**config.mk**
```make
export PLATFORM = sky130hd
export DESIGN_NAME = bird_flight_ctrl
export DESIGN_NICKNAME = d
export VERILOG_FILES = /design/src/rtl/flappy_pkg.sv /design/src/rtl/btn_edge_sync.sv /design/src/rtl/bird_flight_ctrl.sv
export SDC_FILE = /design/constraint.sdc
export NUM_CORES = 1
export LEC_CHECK = 0
export CORE_MARGIN = 1
export CORE_UTILIZATION = 40
export DETAILED_ROUTE_END_ITERATION = 6
export PLACE_DENSITY = 0.8
export SYNTH_ARGS = -nofsm -noshare
export SYNTH_HDL_FRONTEND = slang
export SYNTH_SLANG_ARGS = --single-unit
export TNS_END_PERCENT = 30
```
**constraint.sdc**
```tcl
create_clock -name Clk -period 4.2 [get_ports Clk]
set_input_delay 0.84 -clock Clk [delete_from_list [all_inputs] [get_ports Clk]]
set_output_delay 0.84 -clock Clk [all_outputs]
set_load 0.05 [all_outputs]
```
**src/rtl/flappy_pkg.sv**
```systemverilog
// Shared Flappy Bird constants and state encodings, used by the bird engine
// and by obstacle_logic so that both agree on screen and bird geometry.
package flappy_pkg;

  // One-hot phase encoding, so each state bit can drive its q_* output directly
  typedef enum logic [2:0] {
    ST_INITIAL = 3'b001,
    ST_FLIGHT  = 3'b010,
    ST_STOP    = 3'b100
  } state_e;

  localparam int SCREEN_W     = 640;
  localparam int SCREEN_H     = 480;
  localparam int FLOOR_Y_DEF  = SCREEN_H - 1;
  localparam int BIRD_X_DEF   = 100;
  localparam int BIRD_W_DEF   = 16;
  localparam int BIRD_H_DEF   = 16;
  localparam int Y_INIT_DEF   = 232;
  localparam int GRAVITY_DEF  = 1;
  localparam int JUMP_VEL_DEF = 8;
  localparam int MAX_FALL_DEF = 10;
  localparam int VEL_W_DEF    = 6;

endpackage

```
**src/rtl/btn_edge_sync.sv**
```systemverilog
// Brings an asynchronous push button into the clock domain through two flops
// and emits a single-cycle pulse on each synchronised rising edge.
module btn_edge_sync (
  input  logic clk,
  input  logic rst,
  input  logic btn_in,
  output logic rise_pulse
);

  logic [1:0] sync_q;
  logic [1:0] sync_d;
  logic       prev_q;
  logic       prev_d;

  // Shift the raw button through the synchroniser and keep the last settled level
  always_comb begin
    sync_d = {sync_q[0], btn_in};
    prev_d = sync_q[1];
  end

  // Synchroniser and edge-history flops, cleared by the asynchronous reset
  always_ff @(posedge clk or posedge rst) begin
    if (rst) begin
      sync_q <= '0;
      prev_q <= 1'b0;
    end else begin
      sync_q <= sync_d;
      prev_q <= prev_d;
    end
  end

  assign rise_pulse = sync_q[1] & ~prev_q;

endmodule

```
**src/rtl/bird_flight_ctrl.sv**
```systemverilog
// Bird vertical-motion engine: game phase FSM plus velocity/position datapath.
// Gravity is applied once per Tick, a button press queues one upward impulse,
// and everything freezes once the round is lost.
module bird_flight_ctrl
  import flappy_pkg::*;
#(
  parameter int BIRD_X   = BIRD_X_DEF,
  parameter int BIRD_W   = BIRD_W_DEF,
  parameter int BIRD_H   = BIRD_H_DEF,
  parameter int Y_INIT   = Y_INIT_DEF,
  parameter int GRAVITY  = GRAVITY_DEF,
  parameter int JUMP_VEL = JUMP_VEL_DEF,
  parameter int MAX_FALL = MAX_FALL_DEF,
  parameter int FLOOR_Y  = FLOOR_Y_DEF,
  parameter int VEL_W    = VEL_W_DEF
) (
  input  logic                    Clk,
  input  logic                    reset,
  input  logic                    Tick,
  input  logic                    Start,
  input  logic                    Ack,
  input  logic                    Stop,
  input  logic                    BtnPress,
  output logic [9:0]              Bird_X_L,
  output logic [9:0]              Bird_X_R,
  output logic [9:0]              Bird_Y_T,
  output logic [9:0]              Bird_Y_B,
  output logic signed [VEL_W-1:0] Velocity,
  output logic                    Floor_Hit,
  output logic                    q_Initial,
  output logic                    q_Flight,
  output logic                    q_Stop
);

  localparam logic [9:0]              X_LEFT      = 10'(BIRD_X);
  localparam logic [9:0]              X_RIGHT     = 10'(BIRD_X + BIRD_W - 1);
  localparam logic [9:0]              Y_START     = 10'(Y_INIT);
  localparam logic [9:0]              Y_SPAN      = 10'(BIRD_H - 1);
  localparam logic [9:0]              FLOOR_TOP   = 10'(FLOOR_Y - BIRD_H + 1);
  localparam logic signed [10:0]      FLOOR_TOP_S = 11'(FLOOR_Y - BIRD_H + 1);
  localparam logic signed [VEL_W-1:0] JUMP_V      = VEL_W'(-JUMP_VEL);
  localparam logic signed [VEL_W-1:0] GRAV_V      = VEL_W'(GRAVITY);
  localparam logic signed [VEL_W-1:0] MAX_V       = VEL_W'(MAX_FALL);

  state_e                  state_q, state_d;
  logic [9:0]              y_q, y_d;
  logic signed [VEL_W-1:0] vel_q, vel_d;
  logic                    floor_hit_q, floor_hit_d;
  logic                    pending_q, pending_d;

  logic                    btn_rise;
  logic                    jump_now;
  logic signed [VEL_W-1:0] vel_inc;
  logic signed [VEL_W-1:0] vel_fall;
  logic signed [VEL_W-1:0] vel_next;
  logic signed [10:0]      vel_ext;
  logic signed [10:0]      y_calc;

  btn_edge_sync u_btn_sync (
    .clk        (Clk),
    .rst        (reset),
    .btn_in     (BtnPress),
    .rise_pulse (btn_rise)
  );

  // Candidate physics step: jump impulse or capped gravity, applied to the top edge
  // in 11-bit signed arithmetic so that overshoot above the screen is detectable
  always_comb begin
    jump_now = pending_q | btn_rise;
    vel_inc  = vel_q + GRAV_V;
    vel_fall = (vel_inc > MAX_V) ? MAX_V : vel_inc;
    vel_next = jump_now ? JUMP_V : vel_fall;
    vel_ext  = {{(11 - VEL_W){vel_next[VEL_W-1]}}, vel_next};
    y_calc   = signed'({1'b0, y_q}) + vel_ext;
  end

  // Phase sequencing and the per-Tick position/velocity update
  always_comb begin
    state_d     = state_q;
    y_d         = y_q;
    vel_d       = vel_q;
    floor_hit_d = floor_hit_q;
    pending_d   = pending_q;
    unique case (state_q)
      ST_INITIAL: begin
        y_d         = Y_START;
        vel_d       = '0;
        floor_hit_d = 1'b0;
        pending_d   = 1'b0;
        if (Start) state_d = ST_FLIGHT;
      end
      ST_FLIGHT: begin
        if (Stop) begin
          state_d = ST_STOP;
        end else if (Tick) begin
          pending_d = 1'b0;
          if (y_calc < 0) begin
            y_d   = '0;
            vel_d = '0;
          end else if (y_calc >= FLOOR_TOP_S) begin
            y_d         = FLOOR_TOP;
            vel_d       = '0;
            floor_hit_d = 1'b1;
            state_d     = ST_STOP;
          end else begin
            y_d   = y_calc[9:0];
            vel_d = vel_next;
          end
        end else begin
          pending_d = pending_q | btn_rise;
        end
      end
      ST_STOP: begin
        pending_d = 1'b0;
        if (Ack) begin
          state_d     = ST_INITIAL;
          y_d         = Y_START;
          vel_d       = '0;
          floor_hit_d = 1'b0;
        end
      end
      default: begin
        state_d = ST_INITIAL;
      end
    endcase
  end

  // Game state registers, returned to the Initial pose by the asynchronous reset
  always_ff @(posedge Clk or posedge reset) begin
    if (reset) begin
      state_q     <= ST_INITIAL;
      y_q         <= Y_START;
      vel_q       <= '0;
      floor_hit_q <= 1'b0;
      pending_q   <= 1'b0;
    end else begin
      state_q     <= state_d;
      y_q         <= y_d;
      vel_q       <= vel_d;
      floor_hit_q <= floor_hit_d;
      pending_q   <= pending_d;
    end
  end

  assign Bird_X_L  = X_LEFT;
  assign Bird_X_R  = X_RIGHT;
  assign Bird_Y_T  = y_q;
  assign Bird_Y_B  = y_q + Y_SPAN;
  assign Velocity  = vel_q;
  assign Floor_Hit = floor_hit_q;
  assign q_Initial = (state_q == ST_INITIAL);
  assign q_Flight  = (state_q == ST_FLIGHT);
  assign q_Stop    = (state_q == ST_STOP);

endmodule

```
Word level (Yosys, flattened, before mapping)
Cells that the tools add are included.
Widths: inputs -> output; s select.
Storage, ports and cells
  register bits: 24
  logic and storage cells: 65
  output and inout port bits: 50
Operators by class
  bitwise logic cells: 3
  reductions and logical operators: 7
  $lt $le $gt $ge: 3
  $add $sub $neg: 3
  mux-type cells: 30
  eq/ne operators: 12
Operators by type and width (count)
  $mux 10: 5
  $mux 6: 7
  $pmux 10 s3: 1
  $mux 3: 6
  $pmux 6 s3: 1
  $add 11x6->11: 1
  $ge 11x10->1 const B: 1
  $lt 11x1->1 const B: 1
  $add 10x4->10 const B: 1
  $ne 2x2->1 const B: 5
  $pmux 3 s3: 1
  $mux 1: 7
  $add 6x2->6 const B: 1
  $gt 6x5->1 const B: 1
  $ne 3x3->1 const B: 2
  $reduce_and 6->1: 1
  $reduce_and 5->1: 1
  $reduce_and 4->1: 1
  $eq 3x1->1 const B: 1
  $eq 3x2->1 const B: 1
  $eq 3x3->1 const B: 1
  $ne 3x2->1 const B: 1
  $pmux 1 s3: 1
  $reduce_bool 3->1: 1
  other kinds (8): 8

Longest topological paths before layout
Gate-level depths: netlist of the first run.
  depth in word-level cells: 11
  mapped depth: 16
  depth with buffers taken out: 15

By module
From an unflattened synthesis of the first run, not the netlist that was laid out.
Unflattened totals
  cells, all modules: 236
  area total of the unflattened synthesis: 2080.7 sq um
Modules (own cells, without submodules)
  bird_flight_ctrl: instances 1, cells an instance 231, sequential area each 531.8 sq um, area an instance 1988.2 sq um
  btn_edge_sync: instances 1, cells an instance 5, sequential area each 75.1 sq um, area an instance 92.6 sq um

Least setup slack after synthesis of the first run
Ideal clock, no wire load.
  path kind: register to register
  from: register vel_q[2], in the netlist Velocity[2]
  to: register y_q[1], in the netlist Bird_Y_T[1]
  setup slack: -25 ps
  data arrival time: 4103 ps
  library setup time: 122 ps
  period minus slack after synthesis: 4225 ps
  path buffers: 2
  cell stages (with the launch flop): 16
  cell sequence: dfrtp_1 -> buf_4 -> nand3_4 -> o21a_1 -> o32a_1 -> o21ai_0 -> nor2_1 -> ha_1 -> fa_1 -> a21o_2 -> a211o_1 -> a211oi_2 -> o311ai_1 -> o32a_1 -> buf_6 -> a32o_1
Between the ends
  word-level cells in the longest chain between the ends: 11
RTL lines
  from (decl): line bird_flight_ctrl.sv:47  | logic signed [VEL_W-1:0] vel_q, vel_d;
  from (signal assigned): line bird_flight_ctrl.sv:139  | vel_q <= vel_d;
  $add 6x2->6 (*): line bird_flight_ctrl.sv:70  | vel_inc = vel_q + GRAV_V;
  $gt 6x5->1: line bird_flight_ctrl.sv:71  | vel_fall = (vel_inc > MAX_V) ? MAX_V : vel_inc;
  $mux 6 (*): line bird_flight_ctrl.sv:71
  $mux 6 (*): line bird_flight_ctrl.sv:72  | vel_next = jump_now ? JUMP_V : vel_fall;
  $add 11x6->11 (*): line bird_flight_ctrl.sv:74  | y_calc = signed'({1'b0, y_q}) + vel_ext;
  $ge 11x10->1: line bird_flight_ctrl.sv:100  | end else if (y_calc >= FLOOR_TOP_S) begin
  $mux 10: line bird_flight_ctrl.sv:100
  $mux 10 (*): line bird_flight_ctrl.sv:97  | if (y_calc < 0) begin
  $mux 10 (*): line bird_flight_ctrl.sv:95  | end else if (Tick) begin
  $mux 10 (*): line bird_flight_ctrl.sv:93  | if (Stop) begin
  $pmux 10 s3 (*): line bird_flight_ctrl.sv:84  | unique case (state_q)
  to (signal assigned): line bird_flight_ctrl.sv:138  | y_q <= y_d;
  to (decl): line bird_flight_ctrl.sv:46  | logic [9:0] y_q, y_d;
Every way passes the cells marked *; elsewhere a longest branch is shown, timed or not. The select of a mux whose other input is x is not followed.
A chain may end at the register's enable or synchronous reset.

Worst setup path after layout of the first run
  from: register vel_q[0], in the netlist Velocity[0]
  to: register vel_q[2], in the netlist Velocity[2]
Between the ends
  word-level cells in the longest chain between the ends: 11
RTL lines (line)
  $add 6x2->6 (*): bird_flight_ctrl.sv:70
  $gt 6x5->1: bird_flight_ctrl.sv:71
  $mux 6 (*): bird_flight_ctrl.sv:71
  $mux 6 (*): bird_flight_ctrl.sv:72
  $add 11x6->11: bird_flight_ctrl.sv:74
  $ge 11x10->1: bird_flight_ctrl.sv:100
  $mux 6: bird_flight_ctrl.sv:100
  $mux 6 (*): bird_flight_ctrl.sv:97
  $mux 6 (*): bird_flight_ctrl.sv:95
  $mux 6 (*): bird_flight_ctrl.sv:93
  $pmux 6 s3 (*): bird_flight_ctrl.sv:84
Marked as above.

==> results.txt, run 1 <==
run status - complete, no violations
Post-synth ARST share - 100%
initial core utilization - 42.5%
Yosys top cell area share - 21.5%
synth warn - 0
Pwr Density - 478 nW/um2
Cell Area, Synth - 2210 um2
Worst path slowest cell - dfrtp_2
Final Max Slew Viols - 0
antenna diode count - 0
Clock Skew - 0.00236 ns
classification of the worst setup path - reg2reg
DR WL/cell - 13.9 um
CTS tree - yes
Synth Instances - 261
CP endpoint kind - flip-flop
CTS H-tree lvls - 1
number of flops mapped to enable cells by yosys - 0
Setup crit start kind - flip-flop
top post-synthesis cells by area - dfrtp_1 (22%), ha_1 (7.4%), buf_4 (7.1%)
post-route cell area - 2670 um2
ANT nets after route - 0
Root Driver - clkbuf_8
syn avg cell area - 8.47 um2
final hold viol count - 0
Yosys reg bits - 24
drt via density - 5.49
Vias - 2,014
Die Wd - 76.3 um
CP cell instances - ha_2 > and2_1 > o32a_1 > o21ai_2 > nor2_1 > ha_1 > fa_1 > a21o_2 > a211o_1 > a211oi_2 > o311ai_1 > o32a_2 > a32o_1
Peak supply drop - 0.000402 V
later-pin clock latency in the skew report - 0.27 ns
Worst Path Max Fanout - 10
hold buffers post-CTS - 0
CP Buf/Inv Count - 0
num ports - 57
grt ovf - 0
Reg clk slew, reported paths - 0.09 ns
initial antenna violation count - 0
Multi-input gate area - 1410 um2
Placeable Area - 5200 um2
Final Setup Violations - 0
Reg power frac - 26.0%
global-route wire length before repair - 8.48 mm
worst slew pin tran - 1.02 ns
register area - 611 um2
worst hold-check path type - reg2reg
layout cells sized above 1 - 11.1%
highest clock rate - 0.251 GHz
Worst slew margin - 31.7%
switching share of total power - 49.4%
RSZ-0062 raised after global routing - false
Nets - 319
synth cell count leaders - buf_4 (21), nand2_1 (21), nor2_1 (20), dfrtp_1 (19), a21oi_1 (15)
Area Overhead vs Synth - 20.7%
number of clock sinks - 24
Yosys cell types - 58
gp weighted congestion - 0.946
post-synth top area cell - dfrtp_1
Most used DFF post-synth - dfrtp_1
IO Port Bufs - 36
vias in the first global route - 1,758
Crit path arrival time - 4.14 ns
slowest stage delay, CP - 0.48 ns
Clock Tree Buf Depth - 2
row count - 26
Max-cap violations - 0
1st-iter DRT viols - 232
clock power share - 16.0%
leakage - 0.00113 uW
dpl hpwl - 3.81 mm
TritonCTS Buffers - 3
Chip Height - 76.3 um
Tmin final - 3.98 ns
Setup WS pre-CTS - -0.00365 ns
largest net degree at the start of global routing - 25
Req. time, crit path - 4.36 ns
GRT Overall Usage - 17.5%
fin crit share - 94.9%
Comb pwr share - 58.0%
Setup TNS - 0 ns
Total Die Area - 5830 um2
# DRC - 0
FILL cells - 521
Power Internal - 645 uW
Net Sw Power - 630 uW
sequential-to-total area share from yosys stat - 27.5%
delay-heaviest family, CP - compound AO/OA/AOI/OAI gates
Tot Pwr - 1280 uW
1st-pass router iterations - 4
dpl cell area - 2550 um2
fin worst setup slack - 0.215 ns
Routed WL - 5.09 mm
[power by group through the flow]
stage          sequential, uW  clock (uW)  combinational (uW)
2_1_floorplan             356           0                 539
3_3_place_gp              334           0                 726
3_5_place_dp              335           0                 731
4_1_cts                   331         206                 736
5_1_grt                   339         221                 789
6_report                  332         204                 740
[layout by cell type (no fill, tap or decap), types with 4 or more instances in the layout]
cell type and count:
a31oi_1 4, clkdlybuf4s50_1 36, o21ai_0 12, a21oi_1 15
nor3_1 7, buf_4 10, nor2_1 20, conb_1 20
inv_1 13, dfrtp_1 16, dfstp_2 5, xnor2_1 11
a32o_1 6, ha_1 12, nand2b_1 4, xor2_1 4
nand2_1 21, nand3_1 7, and2_1 4
[state kept, by name, summed over array words and instances (netlist names)]
| signal | cells |
|---|---|
| Bird_Y_T | 10 |
| Velocity | 6 |
| state_q | 3 |
| u_btn_sync.sync_q | 2 |
| Floor_Hit | 1 |
| pending_q | 1 |
| u_btn_sync.prev_q | 1 |
[worst paths after layout]
path | from | end | slack, ns | depth (start not counted)
max in group asynchronous | reset | Velocity[2] | 2.53 | 2
setup reg to reg | Velocity[0] | Velocity[2] | 0.22 | 13
hold / removal | u_btn_sync.sync_q[0] | u_btn_sync.sync_q[1] | 0.35 | 0
min in group asynchronous | reset | pending_q | 1.07 | 2
setup / recovery | Velocity[0] | Velocity[2] | 0.22 | 13
hold reg to reg | u_btn_sync.sync_q[0] | u_btn_sync.sync_q[1] | 0.35 | 0
[cell families (layout without fill, tap and decap cells)]
kind of cell	after synthesis	after routing	share of synthesized area (%)
flip-flops	24	24	27.5
AND/OR/NAND/NOR	80	80	18.9
other	2	20	0.340
adder cells (fa/ha/maj)	14	14	8.27
buffers and inverters	45	63	12.0
XOR/XNOR	16	16	6.68
AO/OA/AOI/OAI	80	80	26.4
[per-layer routing]
layer	track usage, %	share of wire, %	vias to the layer above
li1	-	-	981
met1	24.7	47	959
met2	28.6	47	72
met3	2.51	6.0	2
met4	2.69	0.18	0
met5	0	0	-
[stage by stage]
stage / hold slack (ns) / util, % / std cells
6_report: 0.354 / 51.2 / 367
5_1_grt: 0.376 / 51.2 / 367
4_1_cts: 0.357 / 50.5 / 363
3_5_place_dp: 0.337 / 49.1 / 359
3_3_place_gp: 0.334 / 49.1 / 359
2_1_floorplan: 0.331 / - / 279
[layout make-up]
cell class | count | share of cell area [%]
Tap cell | 70 | 3.28
Clock inverter | 1 | 1.13
Inverter | 13 | 1.83
Timing Repair Buffer | 46 | 16.3
Multi-Input combinational cell | 210 | 53.0
Clock buffer | 3 | 1.55
Sequential cell | 24 | 22.9
[repair_timing]
item                                    in CTS  in global routing
resized for setup                            1                  6
endpoints found under the setup margin       6                 18
buffers inserted                             0                  4
No activity file was read; power rests on OpenSTA's default activity.
==> run 2: changes to the inputs <==
clock period = 4.53 ns   (was 4.2 ns; I/O delays follow)
==> run 2 against run 1 <==
Core utilization fell by 1.7 points. Sequential share of layout area increased by 0.64 points. Global-route usage shrank 0.060 points. Highest routed layer unchanged.
==> results.txt, run 2 (synthesized netlist as in run 1, its figures left out) <==
TritonCTS Buffers - 3 (unchanged)
num ports - 57 (unchanged)
Setup TNS - 0 ns (unchanged)
Comb pwr share - 59.6% (was 58.0%)
run status - complete, no violations (unchanged)
max reg flops - 10 (unchanged)
Worst Path Max Fanout - 10 (unchanged)
hold slack - 0.355 ns (was 0.354 ns)
Setup WS pre-CTS - 0.299 ns (was -0.00365 ns)
GRT Overall Usage - 17.4% (was 17.5%)
# DRC - 0 (unchanged)
initial core utilization - 42.5% (unchanged)
Routed WL - 4.98 mm (was 5.09 mm)
Total Die Area - 5830 um2 (unchanged)
IO Port Bufs - 36 (unchanged)
global-route wire length before repair - 8.42 mm (was 8.48 mm)
Power Internal - 549 uW (was 645 uW)
1st-iter DRT viols - 149 (was 232)
Max-cap violations - 0 (unchanged)
Crit path arrival time - 4.33 ns (was 4.14 ns)
CTS H-tree lvls - 1 (unchanged)
CTS tree - yes (unchanged)
1st-pass router iterations - 4 (unchanged)
Req. time, crit path - 4.69 ns (was 4.36 ns)
Vias - 1,956 (was 2,014)
post-CTS setup buffers - 0 (unchanged)
largest net degree at the start of global routing - 25 (unchanged)
Critical path origin - Velocity[0] (unchanged)
highest clock rate - 0.240 GHz (was 0.251 GHz)
CP endpoint kind - flip-flop (unchanged)
Tmin final - 4.18 ns (was 3.98 ns)
Final Max Slew Viols - 0 (unchanged)
vias in the first global route - 1,740 (was 1,758)
Die Wd - 76.3 um (unchanged)
layout cells sized above 1 - 6.57% (was 11.1%)
worst hold-check path type - reg2reg (unchanged)
switching share of total power - 51.1% (was 49.4%)
Reg power frac - 27.5% (was 26.0%)
Hold Crit Start - u_btn_sync.sync_q[0] (unchanged)
Setup crit start kind - flip-flop (unchanged)
initial antenna violation count - 0 (unchanged)
final hold viol count - 0 (unchanged)
Nets - 311 (was 319)
ANT nets after route - 0 (unchanged)
DR WL/cell - 13.9 um (about the same)
Placeable Area - 5200 um2 (unchanged)
Chip Height - 76.3 um (unchanged)
clock power share - 12.9% (was 16.0%)
fin crit share - 92.2% (was 94.9%)
Pwr Density - 435 nW/um2 (was 478 nW/um2)
row count - 26 (unchanged)
Area Overhead vs Synth - 16.7% (was 20.7%)
number of clock sinks - 24 (unchanged)
most frequent cells in the layout - clkdlybuf4s50_1 (36), nand2_1 (21), nor2_1 (20), conb_1 (20), dfrtp_1 (19) (was clkdlybuf4s50_1 (36), nand2_1 (21), nor2_1 (20), conb_1 (20), dfrtp_1 (16))
fin worst setup slack - 0.355 ns (was 0.215 ns)
grt ovf - 0 (unchanged)
gp weighted congestion - 0.935 (was 0.946)
RSZ-0062 raised after global routing - false (unchanged)
commonest non-fill, non-tap cell in the layout - clkdlybuf4s50_1 (unchanged)
FILL cells - 491 (was 521)
Reg clk slew, reported paths - 0.08 ns (was 0.09 ns)
Net Sw Power - 573 uW (was 630 uW)
Worst slew margin - 35.8% (was 31.7%)
Root Driver - clkbuf_8 (unchanged)
Tot Pwr - 1120 uW (was 1280 uW)
dpl hpwl - 3.78 mm (was 3.81 mm)
Peak supply drop - 0.000331 V (was 0.000402 V)
Clock Tree Buf Depth - 2 (unchanged)
drt via density - 5.45 (was 5.49)
Clock Skew - 0.00362 ns (was 0.00236 ns)
worst slew pin tran - 0.960 ns (was 1.02 ns)
Final Setup Violations - 0 (unchanged)
later-pin clock latency in the skew report - 0.26 ns (was 0.27 ns)
classification of the worst setup path - reg2reg (unchanged)
leakage - 0.00109 uW (was 0.00113 uW)
worst r2r src - Velocity[0] (unchanged)
antenna diode count - 0 (unchanged)
-- run 2: cell types whose count changed in the layout (fill, tap and decap cells not counted), sizes merged --
cell    delta
clkbuf     +1
bufinv     -1
buf        -8
-- run 2: timing repair --
action	in CTS	in global routing
setup endpoints to repair	0	5
hold buffers	0	0
gates resized for setup	0	1
-- run 2: cell type report --
type | count | area (um2) | area share, %
Multi-Input combinational cell | 210 | 1410 | 54.5
Sequential cell | 24 | 607 | 23.5
Timing Repair Buffer | 38 | 375 | 14.6
Tap cell | 70 | 87.6 | 3.40
Clock buffer | 4 | 55.1 | 2.13
Inverter | 13 | 48.8 | 1.89
-- run 2: power groups by stage --
stage	sequential [uW]	clock [uW]	combinational, uW
2_1_floorplan	330	0	500
3_3_place_gp	311	0	657
3_5_place_dp	312	0	664
4_1_cts	308	148	668
5_1_grt	317	157	718
6_report	308	145	669
-- run 2: critical path, cell delays in order (launching register included) --
cell,delay (ns)
dfrtp_1,0.49
ha_1,0.32
and2_1,0.19
o32a_1,0.32
o21ai_1,0.19
nor2_1,0.09
ha_1,0.23
fa_1,0.42
a21o_2,0.29
a211o_1,0.31
a211oi_2,0.26
o311ai_1,0.16
o32a_1,0.47
a32o_1,0.32
-- run 2: worst paths after layout --
check                                  endpoint  slack [ns]  cells past startpoint
setup / recovery                    Velocity[3]        0.35                     13
hold / removal             u_btn_sync.sync_q[1]        0.36                      0
setup reg to reg                    Velocity[3]        0.35                     13
hold reg to reg            u_btn_sync.sync_q[1]        0.36                      0
max in group asynchronous            state_q[1]        2.87                      2
min in group asynchronous           Velocity[3]        1.12                      2
-- run 2: routing by layer --
layer / global-route usage, % / wire [um]
met1: 24.3 / 2320
met2: 28.0 / 2330
met3: 3.35 / 292
met4: 3.27 / 35
met5: 0 / 0
-- run 2: per-stage QoR --
step,utilization (%),cell area [um2],instances
final,49.5,2580,359
after global routing,49.5,2580,359
after CTS,49.5,2580,359
after detailed placement,48.5,2520,355
after global placement,48.5,2520,355
after floorplan,-,2280,279
